$ cat config.mk
export PLATFORM = sky130hd
export DESIGN_NAME = mips32_pipe_core_v2
export DESIGN_NICKNAME = d
export VERILOG_FILES = /design/src/rtl/mips32_pkg.sv /design/src/rtl/mips32_hazard_unit.sv /design/src/rtl/mips32_pipe_core_v2.sv
export SDC_FILE = /design/constraint.sdc
export NUM_CORES = 2
export LEC_CHECK = 0
export CAP_MARGIN = 40
export CORE_MARGIN = 4
export CORE_UTILIZATION = 60
export DETAILED_ROUTE_END_ITERATION = 10
export PLACE_DENSITY = 0.73
export SLEW_MARGIN = 10
export SYNTH_ARGS = -nofsm -noshare
export SYNTH_HDL_FRONTEND = slang
export SYNTH_SLANG_ARGS = --single-unit
$ cat constraint.sdc
create_clock -name clk -period 13 [get_ports clk]
set_input_delay 2.6 -clock clk [delete_from_list [all_inputs] [get_ports clk]]
set_output_delay 2.6 -clock clk [all_outputs]
set_load 0.01 [all_outputs]
$ cat src/rtl/mips32_pkg.sv
// Shared ISA definitions for the 5-stage MIPS32 core: opcodes, instruction classes, decode helpers.
// Latency: n/a (types and pure functions only).
// Backpressure: n/a.
package mips32_pkg;

  localparam logic [5:0] OP_ADD   = 6'h00;
  localparam logic [5:0] OP_SUB   = 6'h01;
  localparam logic [5:0] OP_AND   = 6'h02;
  localparam logic [5:0] OP_OR    = 6'h03;
  localparam logic [5:0] OP_SLT   = 6'h04;
  localparam logic [5:0] OP_MUL   = 6'h05;
  localparam logic [5:0] OP_LW    = 6'h08;
  localparam logic [5:0] OP_SW    = 6'h09;
  localparam logic [5:0] OP_ADDI  = 6'h0A;
  localparam logic [5:0] OP_SUBI  = 6'h0B;
  localparam logic [5:0] OP_SLTI  = 6'h0C;
  localparam logic [5:0] OP_BNEQZ = 6'h0D;
  localparam logic [5:0] OP_BEQZ  = 6'h0E;
  localparam logic [5:0] OP_HLT   = 6'h3F;

  typedef enum logic [2:0] {RR_ALU, RM_ALU, LOAD, STORE, BRANCH, HALT} iclass_t;
  typedef enum logic [1:0] {FWD_NONE, FWD_EXMEM, FWD_MEMWB} fwd_t;

  // Unknown opcodes fall into HALT so a stray word stops the core cleanly.
  function automatic iclass_t decode_class(input logic [5:0] op);
    case (op)
      OP_ADD, OP_SUB, OP_AND, OP_OR, OP_SLT, OP_MUL: return RR_ALU;
      OP_ADDI, OP_SUBI, OP_SLTI:                    return RM_ALU;
      OP_LW:                                        return LOAD;
      OP_SW:                                        return STORE;
      OP_BNEQZ, OP_BEQZ:                            return BRANCH;
      default:                                      return HALT;
    endcase
  endfunction

  function automatic logic [4:0] dest_field(input iclass_t cls, input logic [4:0] rt,
                                            input logic [4:0] rd);
    return (cls == RR_ALU) ? rd : rt;
  endfunction

  function automatic logic writes_reg(input iclass_t cls);
    return (cls == RR_ALU) || (cls == RM_ALU) || (cls == LOAD);
  endfunction

endpackage

$ cat src/rtl/mips32_hazard_unit.sv
// Forwarding selects for EX operands, load-use interlock and branch flush control.
// Latency: purely combinational.
// Backpressure: stall holds PC and IF/ID for one cycle; a taken branch overrides the stall.
module mips32_hazard_unit
  import mips32_pkg::*;
#(
  parameter int RW = 5
) (
  input  logic          id_vld,
  input  iclass_t       id_cls,
  input  logic [RW-1:0] id_rs,
  input  logic [RW-1:0] id_rt,
  input  logic          ex_vld,
  input  iclass_t       ex_cls,
  input  logic [RW-1:0] ex_rs,
  input  logic [RW-1:0] ex_rt,
  input  logic [RW-1:0] ex_dest,
  input  logic          mem_vld,
  input  logic          mem_we,
  input  iclass_t       mem_cls,
  input  logic [RW-1:0] mem_dest,
  input  logic          wb_vld,
  input  logic          wb_we,
  input  logic [RW-1:0] wb_dest,
  input  logic          br_taken,
  output fwd_t          fwd_a,
  output fwd_t          fwd_b,
  output logic          stall,
  output logic          flush
);

  logic mem_fwd_ok, wb_fwd_ok, load_use;

  // A load still in EX/MEM has no data yet; the interlock guarantees it is taken from MEM/WB.
  assign mem_fwd_ok = mem_vld && mem_we && (mem_dest != '0) && (mem_cls != LOAD);
  assign wb_fwd_ok  = wb_vld && wb_we && (wb_dest != '0);

  always_comb begin
    fwd_a = FWD_NONE;
    fwd_b = FWD_NONE;
    if (wb_fwd_ok && (wb_dest == ex_rs))   fwd_a = FWD_MEMWB;
    if (mem_fwd_ok && (mem_dest == ex_rs)) fwd_a = FWD_EXMEM;
    if (wb_fwd_ok && (wb_dest == ex_rt))   fwd_b = FWD_MEMWB;
    if (mem_fwd_ok && (mem_dest == ex_rt)) fwd_b = FWD_EXMEM;
  end

  assign load_use = ex_vld && (ex_cls == LOAD) && id_vld &&
                    ((ex_dest == id_rs) ||
                     ((ex_dest == id_rt) && ((id_cls == RR_ALU) || (id_cls == STORE))));

  assign flush = br_taken;
  assign stall = load_use && !br_taken;

endmodule

$ cat src/rtl/mips32_pipe_core_v2.sv
// Single-clock 5-stage MIPS32 core with EX forwarding, load-use interlock and branch flush.
// Latency: one instr/cycle without hazards, writeback 4 cycles after fetch; 1 load-use, 2 taken-branch bubbles.
// Backpressure: none external; memories are combinational-read, HLT freezes the core until reset.
module mips32_pipe_core_v2
  import mips32_pkg::*;
#(
  parameter int XLEN    = 32,
  parameter int IADDR_W = 10,
  parameter int DADDR_W = 10,
  parameter int NREGS   = 32
) (
  input  logic               clk,
  input  logic               rst_n,
  output logic [IADDR_W-1:0] imem_addr,
  input  logic [31:0]        imem_rdata,
  output logic [DADDR_W-1:0] dmem_addr,
  output logic [XLEN-1:0]    dmem_wdata,
  output logic               dmem_we,
  input  logic [XLEN-1:0]    dmem_rdata,
  output logic               halted,
  output logic [31:0]        instret,
  input  logic [4:0]         dbg_raddr,
  output logic [XLEN-1:0]    dbg_rdata
);

  localparam int RW = $clog2(NREGS);

  typedef struct packed {
    logic               vld;
    logic [31:0]        ir;
    logic [IADDR_W-1:0] npc;
  } if_id_t;

  typedef struct packed {
    logic               vld;
    iclass_t            cls;
    logic [5:0]         op;
    logic [XLEN-1:0]    a;
    logic [XLEN-1:0]    b;
    logic [XLEN-1:0]    imm;
    logic [RW-1:0]      rs;
    logic [RW-1:0]      rt;
    logic [RW-1:0]      dest;
    logic               we;
    logic [IADDR_W-1:0] npc;
  } id_ex_t;

  typedef struct packed {
    logic            vld;
    iclass_t         cls;
    logic            we;
    logic [RW-1:0]   dest;
    logic [XLEN-1:0] alu;
    logic [XLEN-1:0] b;
  } ex_mem_t;

  typedef struct packed {
    logic            vld;
    iclass_t         cls;
    logic            we;
    logic [RW-1:0]   dest;
    logic [XLEN-1:0] res;
  } mem_wb_t;

  logic [IADDR_W-1:0] pc;
  logic               fetch_stop;
  if_id_t             if_id;
  id_ex_t             id_ex;
  ex_mem_t            ex_mem;
  mem_wb_t            mem_wb;
  logic [XLEN-1:0]    regs [NREGS];

  // ID stage
  logic [5:0]      id_op;
  iclass_t         id_cls;
  logic [RW-1:0]   id_rs, id_rt, id_dest;
  logic [4:0]      id_dest5;
  logic [XLEN-1:0] id_a, id_b, id_imm;
  logic            id_halt, wb_we;

  assign id_op    = if_id.ir[31:26];
  assign id_cls   = decode_class(id_op);
  assign id_rs    = if_id.ir[21 +: RW];
  assign id_rt    = if_id.ir[16 +: RW];
  assign id_dest5 = dest_field(id_cls, if_id.ir[20:16], if_id.ir[15:11]);
  assign id_dest  = id_dest5[RW-1:0];
  assign id_imm   = XLEN'($signed(if_id.ir[15:0]));
  assign id_halt  = if_id.vld && (id_cls == HALT);

  // Write-through so an ID read of the register being written this cycle sees the new value.
  assign wb_we = mem_wb.vld && mem_wb.we && (mem_wb.dest != '0) && !halted;
  assign id_a  = (wb_we && (mem_wb.dest == id_rs)) ? mem_wb.res : regs[id_rs];
  assign id_b  = (wb_we && (mem_wb.dest == id_rt)) ? mem_wb.res : regs[id_rt];

  // EX stage
  fwd_t               fwd_a, fwd_b;
  logic               stall, flush, br_taken;
  logic [XLEN-1:0]    ex_a, ex_b, ex_op2, alu_res;
  logic [IADDR_W-1:0] br_target;

  mips32_hazard_unit #(.RW(RW)) u_hazard (
    .id_vld   (if_id.vld),
    .id_cls   (id_cls),
    .id_rs    (id_rs),
    .id_rt    (id_rt),
    .ex_vld   (id_ex.vld),
    .ex_cls   (id_ex.cls),
    .ex_rs    (id_ex.rs),
    .ex_rt    (id_ex.rt),
    .ex_dest  (id_ex.dest),
    .mem_vld  (ex_mem.vld),
    .mem_we   (ex_mem.we),
    .mem_cls  (ex_mem.cls),
    .mem_dest (ex_mem.dest),
    .wb_vld   (mem_wb.vld),
    .wb_we    (mem_wb.we),
    .wb_dest  (mem_wb.dest),
    .br_taken (br_taken),
    .fwd_a    (fwd_a),
    .fwd_b    (fwd_b),
    .stall    (stall),
    .flush    (flush)
  );

  always_comb begin
    case (fwd_a)
      FWD_EXMEM: ex_a = ex_mem.alu;
      FWD_MEMWB: ex_a = mem_wb.res;
      default:   ex_a = id_ex.a;
    endcase
    case (fwd_b)
      FWD_EXMEM: ex_b = ex_mem.alu;
      FWD_MEMWB: ex_b = mem_wb.res;
      default:   ex_b = id_ex.b;
    endcase
  end

  assign ex_op2 = (id_ex.cls == RR_ALU) ? ex_b : id_ex.imm;

  always_comb begin
    case (id_ex.op)
      OP_SUB, OP_SUBI: alu_res = ex_a - ex_op2;
      OP_AND:          alu_res = ex_a & ex_op2;
      OP_OR:           alu_res = ex_a | ex_op2;
      OP_SLT, OP_SLTI: alu_res = XLEN'($signed(ex_a) < $signed(ex_op2));
      OP_MUL:          alu_res = ex_a * ex_op2;
      default:         alu_res = ex_a + ex_op2;
    endcase
  end

  assign br_taken  = id_ex.vld && (id_ex.cls == BRANCH) &&
                     ((id_ex.op == OP_BEQZ) == (ex_a == '0));
  assign br_target = id_ex.npc + id_ex.imm[IADDR_W-1:0];

  // MEM stage; rst_n gating keeps a store caught in flight by reset from landing.
  assign dmem_addr  = ex_mem.alu[DADDR_W-1:0];
  assign dmem_wdata = ex_mem.b;
  assign dmem_we    = rst_n && !halted && ex_mem.vld && (ex_mem.cls == STORE);
  assign imem_addr  = pc;
  assign dbg_rdata  = regs[dbg_raddr[RW-1:0]];

  always_ff @(posedge clk) begin
    if (!rst_n) begin
      pc         <= '0;
      fetch_stop <= 1'b0;
      if_id      <= '0;
      id_ex      <= '0;
      ex_mem     <= '0;
      mem_wb     <= '0;
      halted     <= 1'b0;
      instret    <= '0;
      for (int i = 0; i < NREGS; i++) regs[i] <= '0;
    end else if (!halted) begin
      if (wb_we) regs[mem_wb.dest] <= mem_wb.res;
      if (mem_wb.vld) begin
        instret <= instret + 32'd1;
        if (mem_wb.cls == HALT) halted <= 1'b1;
      end

      mem_wb <= '{vld: ex_mem.vld, cls: ex_mem.cls, we: ex_mem.we, dest: ex_mem.dest,
                  res: (ex_mem.cls == LOAD) ? dmem_rdata : ex_mem.alu};
      ex_mem <= '{vld: id_ex.vld, cls: id_ex.cls, we: id_ex.we, dest: id_ex.dest,
                  alu: alu_res, b: ex_b};

      if (flush) begin
        pc        <= br_target;
        if_id.vld <= 1'b0;
        id_ex.vld <= 1'b0;
      end else if (stall) begin
        id_ex.vld <= 1'b0;
      end else begin
        id_ex <= '{vld: if_id.vld, cls: id_cls, op: id_op, a: id_a, b: id_b, imm: id_imm,
                   rs: id_rs, rt: id_rt, dest: id_dest, we: writes_reg(id_cls),
                   npc: if_id.npc};
        // Once HLT leaves ID nothing younger can ever retire, so fetch stops for good.
        if (id_halt) fetch_stop <= 1'b1;
        if (fetch_stop || id_halt) begin
          if_id.vld <= 1'b0;
        end else begin
          pc    <= pc + IADDR_W'(1);
          if_id <= '{vld: 1'b1, ir: imem_rdata, npc: pc + IADDR_W'(1)};
        end
      end
    end
  end

endmodule

* Yosys cells after proc, flatten, opt, wreduce, memory -nomap -nowiden
Memories as Yosys holds them, arrays and structs flattened. A register that Yosys moved wholly into a read port is not among the register bits.
Index checks and enable logic that the tools add are counted.
** Word-level totals
- Memories :: 2
- RAM bits :: 1024
- Logic and storage cells :: 151
- Bits in registers :: 255
- ROM bits :: 48
- Input port bits :: 71
- Output and inout port bits :: 118
** Operators by class
- Reductions and logical operators :: 45
- $mul :: 1
- Mux-type cells :: 33
- Magnitude comparators :: 1
- Bitwise logic cells :: 6
- Equality and inequality tests :: 31
- Add/sub/neg operators :: 5
** Memories
- regs :: depth 32, width 32, rd ports 3, clocked after Yosys merged registers in 2, write ports 32, RTL line mips32_pipe_core_v2.sv:71 : logic [XLEN-1:0] regs [NREGS];
- (name not given) :: depth 16, width 3, rd ports 1, clocked after Yosys merged registers in 1, write ports 0, RTL line mips32_pkg.sv:26 : case (op)
** Operator list (count)
- $pmux W32 S5 :: 1
- $pmux W32 S2 :: 2
- $mux W32 :: 3
- $mux W43 :: 1
- $mux W42 :: 1
- $add A32 B1 Y32 const B :: 1
- $add A32 B32 Y32 :: 1
- $and A32 B32 Y32 :: 1
- $logic_not A32 Y1 :: 1
- $lt A32 B32 Y1 :: 1
- $mul A32 B32 Y32 :: 1
- $or A32 B32 Y32 :: 1
- $reduce_or A32 Y1 :: 1
- $sub A32 B32 Y32 :: 1
- $eq A5 B5 Y1 :: 6
- $mux W10 :: 3
- $logic_and A1 B1 Y1 :: 21
- $eq A6 B4 Y1 const B :: 3
- $eq A3 B2 Y1 const B :: 5
- $mux W1 :: 13
- $eq A6 B2 Y1 const B :: 2
- $eq A6 B3 Y1 const B :: 2
- $add A10 B1 Y10 const B :: 1
- $add A10 B10 Y10 :: 1
- other kinds (22) :: 48

* Logic depth before layout (Yosys ltp)
- Depth after elaboration :: 16
- Gate-level depth with buffers :: 40
- Gate-level depth less buffers :: 36

* Cells and area by module
Synthesis repeated with hierarchy kept, for this count alone.
** Unflattened totals
- Cell total of the unflattened synthesis :: 8025
- Area, all modules :: 96875.4 um^2
** Modules (own cells, without submodules)
- mips32_pipe_core_v2 :: area each 96423.7 um^2, instances 1, sequential area each 37195.7 um^2, cells each 7968
- mips32_hazard_unit :: area each 451.7 um^2, instances 1, sequential area each 0.0 um^2, cells each 57

* Worst setup path after synthesis
Ideal clock, no wire load.
- Path type :: flip-flop to flip-flop
- From :: register ex_mem[64] in the netlist's numbering
- To :: register ex_mem[63] in the netlist's numbering
- Period minus slack after synthesis :: 8901 ps
- Arrival time :: 8831 ps
- Path slack :: 4099 ps
- Required time :: 12930 ps
- Stages on the path, launching flop included :: 40
- Library setup time :: 70 ps
- Path buffers :: 5
- Path through :: dfxtp_1 > nor3_1 > a211o_1 > nor3_1 > buf_2 > buf_2 > buf_1 > nand2_1 > o21ai_0 > mux2_2 > clkbuf_1 > clkinv_1 > clkbuf_1 > nor2_1 > fa_1 > inv_1 > fa_1 > fa_1 > [4 not listed] > fa_1 > inv_1 > fa_1 > fa_1 > ha_1 > a21o_1 > a21oi_1 > nor2b_1 > o21ai_0 > o21ai_0 > nor2_1 > o21a_1 > o21ai_0 > o41a_1 > a31oi_1 > xnor2_1 > nand2_1 > a21oi_1
** Between the ends
- Word-level cells in the longest chain between the ends :: 10
- Elaborated cells on any way between the ends :: 22
- Classes of those cells :: add/sub: 2; mul: 1; eq/ne: 6; mux: 6; bitwise: 2; reduce/logical: 5
** RTL lines
- start, declared :: RTL line mips32_pipe_core_v2.sv:69 : ex_mem_t ex_mem;
- start signal, assigned :: RTL line mips32_pipe_core_v2.sv:182 : ex_mem <= '{vld: id_ex.vld, cls: id_ex.cls, we: id_ex.we, dest: id_ex.dest,
- $reduce_bool A5 Y1 :: RTL line mips32_hazard_unit.sv:35 : assign mem_fwd_ok = mem_vld && mem_we && (mem_dest != '0) && (mem_cls != LOAD);
- $logic_and A1 B1 Y1 (2 in a row) :: RTL line mips32_hazard_unit.sv:35
- $logic_and A1 B1 Y1 :: RTL line mips32_hazard_unit.sv:44 : if (mem_fwd_ok && (mem_dest == ex_rt)) fwd_b = FWD_EXMEM;
- $mux W2 :: RTL line mips32_hazard_unit.sv:44
- $eq A2 B2 Y1 or $eq A2 B1 Y1 (tied branches) :: RTL line mips32_pipe_core_v2.sv:131 : case (fwd_b)
- $pmux W32 S2 :: RTL line mips32_pipe_core_v2.sv:131
- $mux W32 :: RTL line mips32_pipe_core_v2.sv:138 : assign ex_op2 = (id_ex.cls == RR_ALU) ? ex_b : id_ex.imm;
- $mul A32 B32 Y32 (tied with other cells) :: RTL line mips32_pipe_core_v2.sv:146 : OP_MUL: alu_res = ex_a * ex_op2;
- $pmux W32 S5 (*) :: RTL line mips32_pipe_core_v2.sv:141 : case (id_ex.op)
Mark *: on every way between the ends. The rest lies on a longest branch, timed or not.
A chain may end at the register's enable or synchronous reset.

* Final worst setup path
- From :: register mem_wb[33] in the netlist's numbering
- To :: register ex_mem[63] in the netlist's numbering
** Between the ends
- Word-level cells in the longest chain between the ends :: 10
- Elaborated cells on any way between the ends :: 23
- Classes of those cells :: add/sub: 2; mul: 1; eq/ne: 6; mux: 8; bitwise: 2; reduce/logical: 4
** RTL lines
- start, declared :: RTL line mips32_pipe_core_v2.sv:70 : mem_wb_t mem_wb;
- start signal, assigned :: RTL line mips32_pipe_core_v2.sv:180 : mem_wb <= '{vld: ex_mem.vld, cls: ex_mem.cls, we: ex_mem.we, dest: ex_mem.dest,
- $reduce_bool A5 Y1 :: RTL line mips32_hazard_unit.sv:36 : assign wb_fwd_ok = wb_vld && wb_we && (wb_dest != '0);
- $logic_and A1 B1 Y1 :: RTL line mips32_hazard_unit.sv:36
- $logic_and A1 B1 Y1 :: RTL line mips32_hazard_unit.sv:43 : if (wb_fwd_ok && (wb_dest == ex_rt)) fwd_b = FWD_MEMWB;
- $mux W2 :: RTL line mips32_hazard_unit.sv:43
- $mux W2 :: RTL line mips32_hazard_unit.sv:44
- $eq A2 B2 Y1 or $eq A2 B1 Y1 (tied branches) :: RTL line mips32_pipe_core_v2.sv:131
- $pmux W32 S2 :: RTL line mips32_pipe_core_v2.sv:131
- $mux W32 :: RTL line mips32_pipe_core_v2.sv:138
- $mul A32 B32 Y32 (tied with other cells) :: RTL line mips32_pipe_core_v2.sv:146
- $pmux W32 S5 (*) :: RTL line mips32_pipe_core_v2.sv:141
Marked as above.

==> impl_metrics.ini <==
[routing]
first_pass_iters = 7
dr_wl_cell_um = 35.0
drt_iter0_markers = 13200
routed_wl_um = 358000
antenna_violating_nets_post_route = 0
via_count = 73700
vias_per_cell = 7.20
route.detailed.drc = 0

[sta]
maxSlewHeadroom_pct = 27.3
setup_viol = 0
rsz0062_at_grt = false
timing.final.ws_setup_ps = 2200
tightestPinTransition_ps = 1090
post-route-period-util_pct = 83.1
finalCriticalPeriod_ps = 10800
report.final.slew_viol_count = 0
fin_worst_skew_ps = 67.6
final.setup.tns_ps = 0
fmax_mhz = 92.6
hold_ws_ps = 452
hold_viol = 0

[power]
power.clock.fraction_pct = 27.3
pwr_density_cell_mw_per_mm2 = 152
switching_power_w = 0.00623
cellInternalPower_w = 0.00999
power_leakage_nw = 39.5
power_frac_seq_pct = 32.5
ir_drop_mv = 0.139
power.total_w = 0.0162
switching_share_pct = 38.4
comb_power_share_pct = 40.2

[global_route]
track_usage_pct = 42.7
gr-total-overflow = 0
grt_antenna_before_repair = 33
grt_start_max_net_pins = 127
grt_first_pass_wirelength_um = 513000
first_global_vias = 72600

[synth]
syn-cell-area_mm2 = 0.0968
number_of_synthesized_register_bits = 1346
avgSynthCellArea_um2 = 12.0
synth.yosys.warnings = 0
async_flop_share_pct = 0
synth_cell_types = 83
synth-seq-area-share_pct = 38.4
synth_edf_count = 1024
synthFlopType = sky130_fd_sc_hd__edfxtp_1
synth_cells = 8058

[placement]
place.gp.congestion = 1.02
port-buffer-count = 188
dp_hpwl_um = 227000
place_worst_setup_slack_ps = 2460
post-place-cells = 9931

[cells_and_area]
area_growth_syn_to_layout_pct = 10.1
layout.nets = 8641
final_common_cell = sky130_fd_sc_hd__edfxtp_1
layout.cells.non_filler = 10200
layout_cells_sized_above_1_pct = 20.0
most-common-layout-cells = 1024 x sky130_fd_sc_hd__edfxtp_1, 960 x sky130_fd_sc_hd__mux4_2, 812 x sky130_fd_sc_hd__and2_1

[cts]
cts_hold_buffers_added = 0
cts_setup_buffers = 0
clockBufferDepth = 3
clock_tree_from_tritoncts = yes
cts.clk_slew.worst_paths_ps = 60
post_cts_resize_count = 0
tritoncts.num_buffers = 149
cts_htree_levels = 4
worstSkewPairLatency_ps = 810
cts.sinks = 1346
clock_tree.root_cell = sky130_fd_sc_hd__clkbuf_16

[worst_setup_path]
timing.critical_path.from_type = flip-flop
type_of_the_worst_setup_path = flip-flop to flip-flop
start_of_the_worst_register_to_register_path = mem_wb[33]$_SDFFE_PN0N_
timing.critical_path.slowest_cell_delay_ps = 830
crit_top_cell = sky130_fd_sc_hd__fa_1
cp-end-kind = flip-flop
rr_worst_depth = 33
worst_path_max_delay_cell = sky130_fd_sc_hd__or4_1
required_ps = 13720
crit_start = mem_wb[33]$_SDFFE_PN0N_
critPathArrivalTime_ps = 11510
cp_max_fo = 17

[status]
outcome = finished clean

[hold_path]
hold_path.class = flip-flop to flip-flop
timing.hold.worst.start = if_id[3]$_SDFFE_PN0P_
worst_hold_path.num_cells = 2

[die]
initial_utilization_pct = 60.3
design.portCount = 189
fp.coreArea_mm2 = 0.160
die_y_um = 410
die_area_mm2 = 0.168
fp.dieW_um = 410
floorplan.rows = 147

[run]
max-cap-violations = 0
==> layout make-up <==
cell class                 count  area [µm²]
clock buffer                 192        4000
timing repair buffer         447        4270
tap                         2160        2700
inverter                     532        2000
antenna                       24        60.1
multi-input combinational   5452       55200
sequential                  1346       37200
clock inverter                80        1060
fill                       11700       53900
==> synthesized netlist by cell type (all sizes together) (110+ instances only) <==
cell	number	area, µm²
ha	231	2890
mux4	960	21600
nor2	663	2500
a21oi	366	1850
o21ai	174	886
mux2i	168	1680
and2	813	5090
buf	168	833
inv	514	1930
clkbuf	591	2220
nor3	232	1160
fa	411	8230
dfxtp	322	6450
nand2	604	2270
xnor2	110	963
edfxtp	1024	30700
==> power by group through the flow <==
stage / clock [W] / sequential, W / combinational [W]
2_1_floorplan: 0 / 0.00512 / 0.00419
6_report: 0.00443 / 0.00527 / 0.00653
3_3_place_gp: 0 / 0.00531 / 0.00617
3_5_place_dp: 0 / 0.00533 / 0.00627
4_1_cts: 0.00443 / 0.00524 / 0.00631
5_1_grt: 0.00462 / 0.00527 / 0.00688
==> state kept, by name, summed over array words and instances, names as in the netlist, 6 cells and up, named ones only <==
signal and flops:
regs 1024, id_ex 116, mem_wb 42, dmem_wdata 32, ex_mem 32, instret 32
id_imm 16, if_id 11, dmem_addr 10, imem_addr 10, id_op 6
==> final timing paths <==
check	slack, ps	endpoint
worst min-delay path	450	id_ex[3]$_SDFFE_PN0P_
worst max-delay path	2200	ex_mem[63]$_SDFFE_PN0N_
worst min register to register	450	id_ex[3]$_SDFFE_PN0P_
worst max register to register	2200	ex_mem[63]$_SDFFE_PN0N_
==> metal layers <==
metal  vias to the layer above  track usage [%]  wire length (µm)
li1                      29000                -                 -
met4                        18             24.7             25500
met3                      1493             16.9             58100
met1                     36500             54.5            117000
met2                      6640             62.2            157000
met5                         -                0               237
==> stage by stage <==
stage	util (%)	instance area, µm²
2_1_floorplan	-	96900
3_3_place_gp	62.9	101000
3_5_place_dp	63.2	101000
4_1_cts	66.3	106000
5_1_grt	66.4	106000
6_report	66.4	107000
==> cells by family (layout without fill, tap and decap cells) <==
family                     after synthesis  count (layout)  synth area share (%)
xor gates and xnor gates               183             183                  1.78
other                                    1              56               0.00388
buffers and inverters                 1291            1251                  5.22
adders and majority gates              642             642                  11.5
and+or+nand+nor                       2538            2538                  12.8
AOI/OAI and AO/OA                      890             890                  5.68
DFF                                   1346            1346                  38.4
muxes                                 1167            1167                  24.5
==> critical path: cells and delay by family (launching register included) <==
| family | cells | cell delay, ps |
|---|---|---|
| AND/OR/NAND/NOR | 6 | 1660 |
| XOR/XNOR | 2 | 340 |
| adder cells (fa/ha/maj) | 9 | 4190 |
| flip-flops | 1 | 780 |
| buffers and inverters | 4 | 950 |
| AO/OA/AOI/OAI | 10 | 2090 |
| multiplexers | 2 | 670 |
No activity file was read; power rests on OpenSTA's default activity.
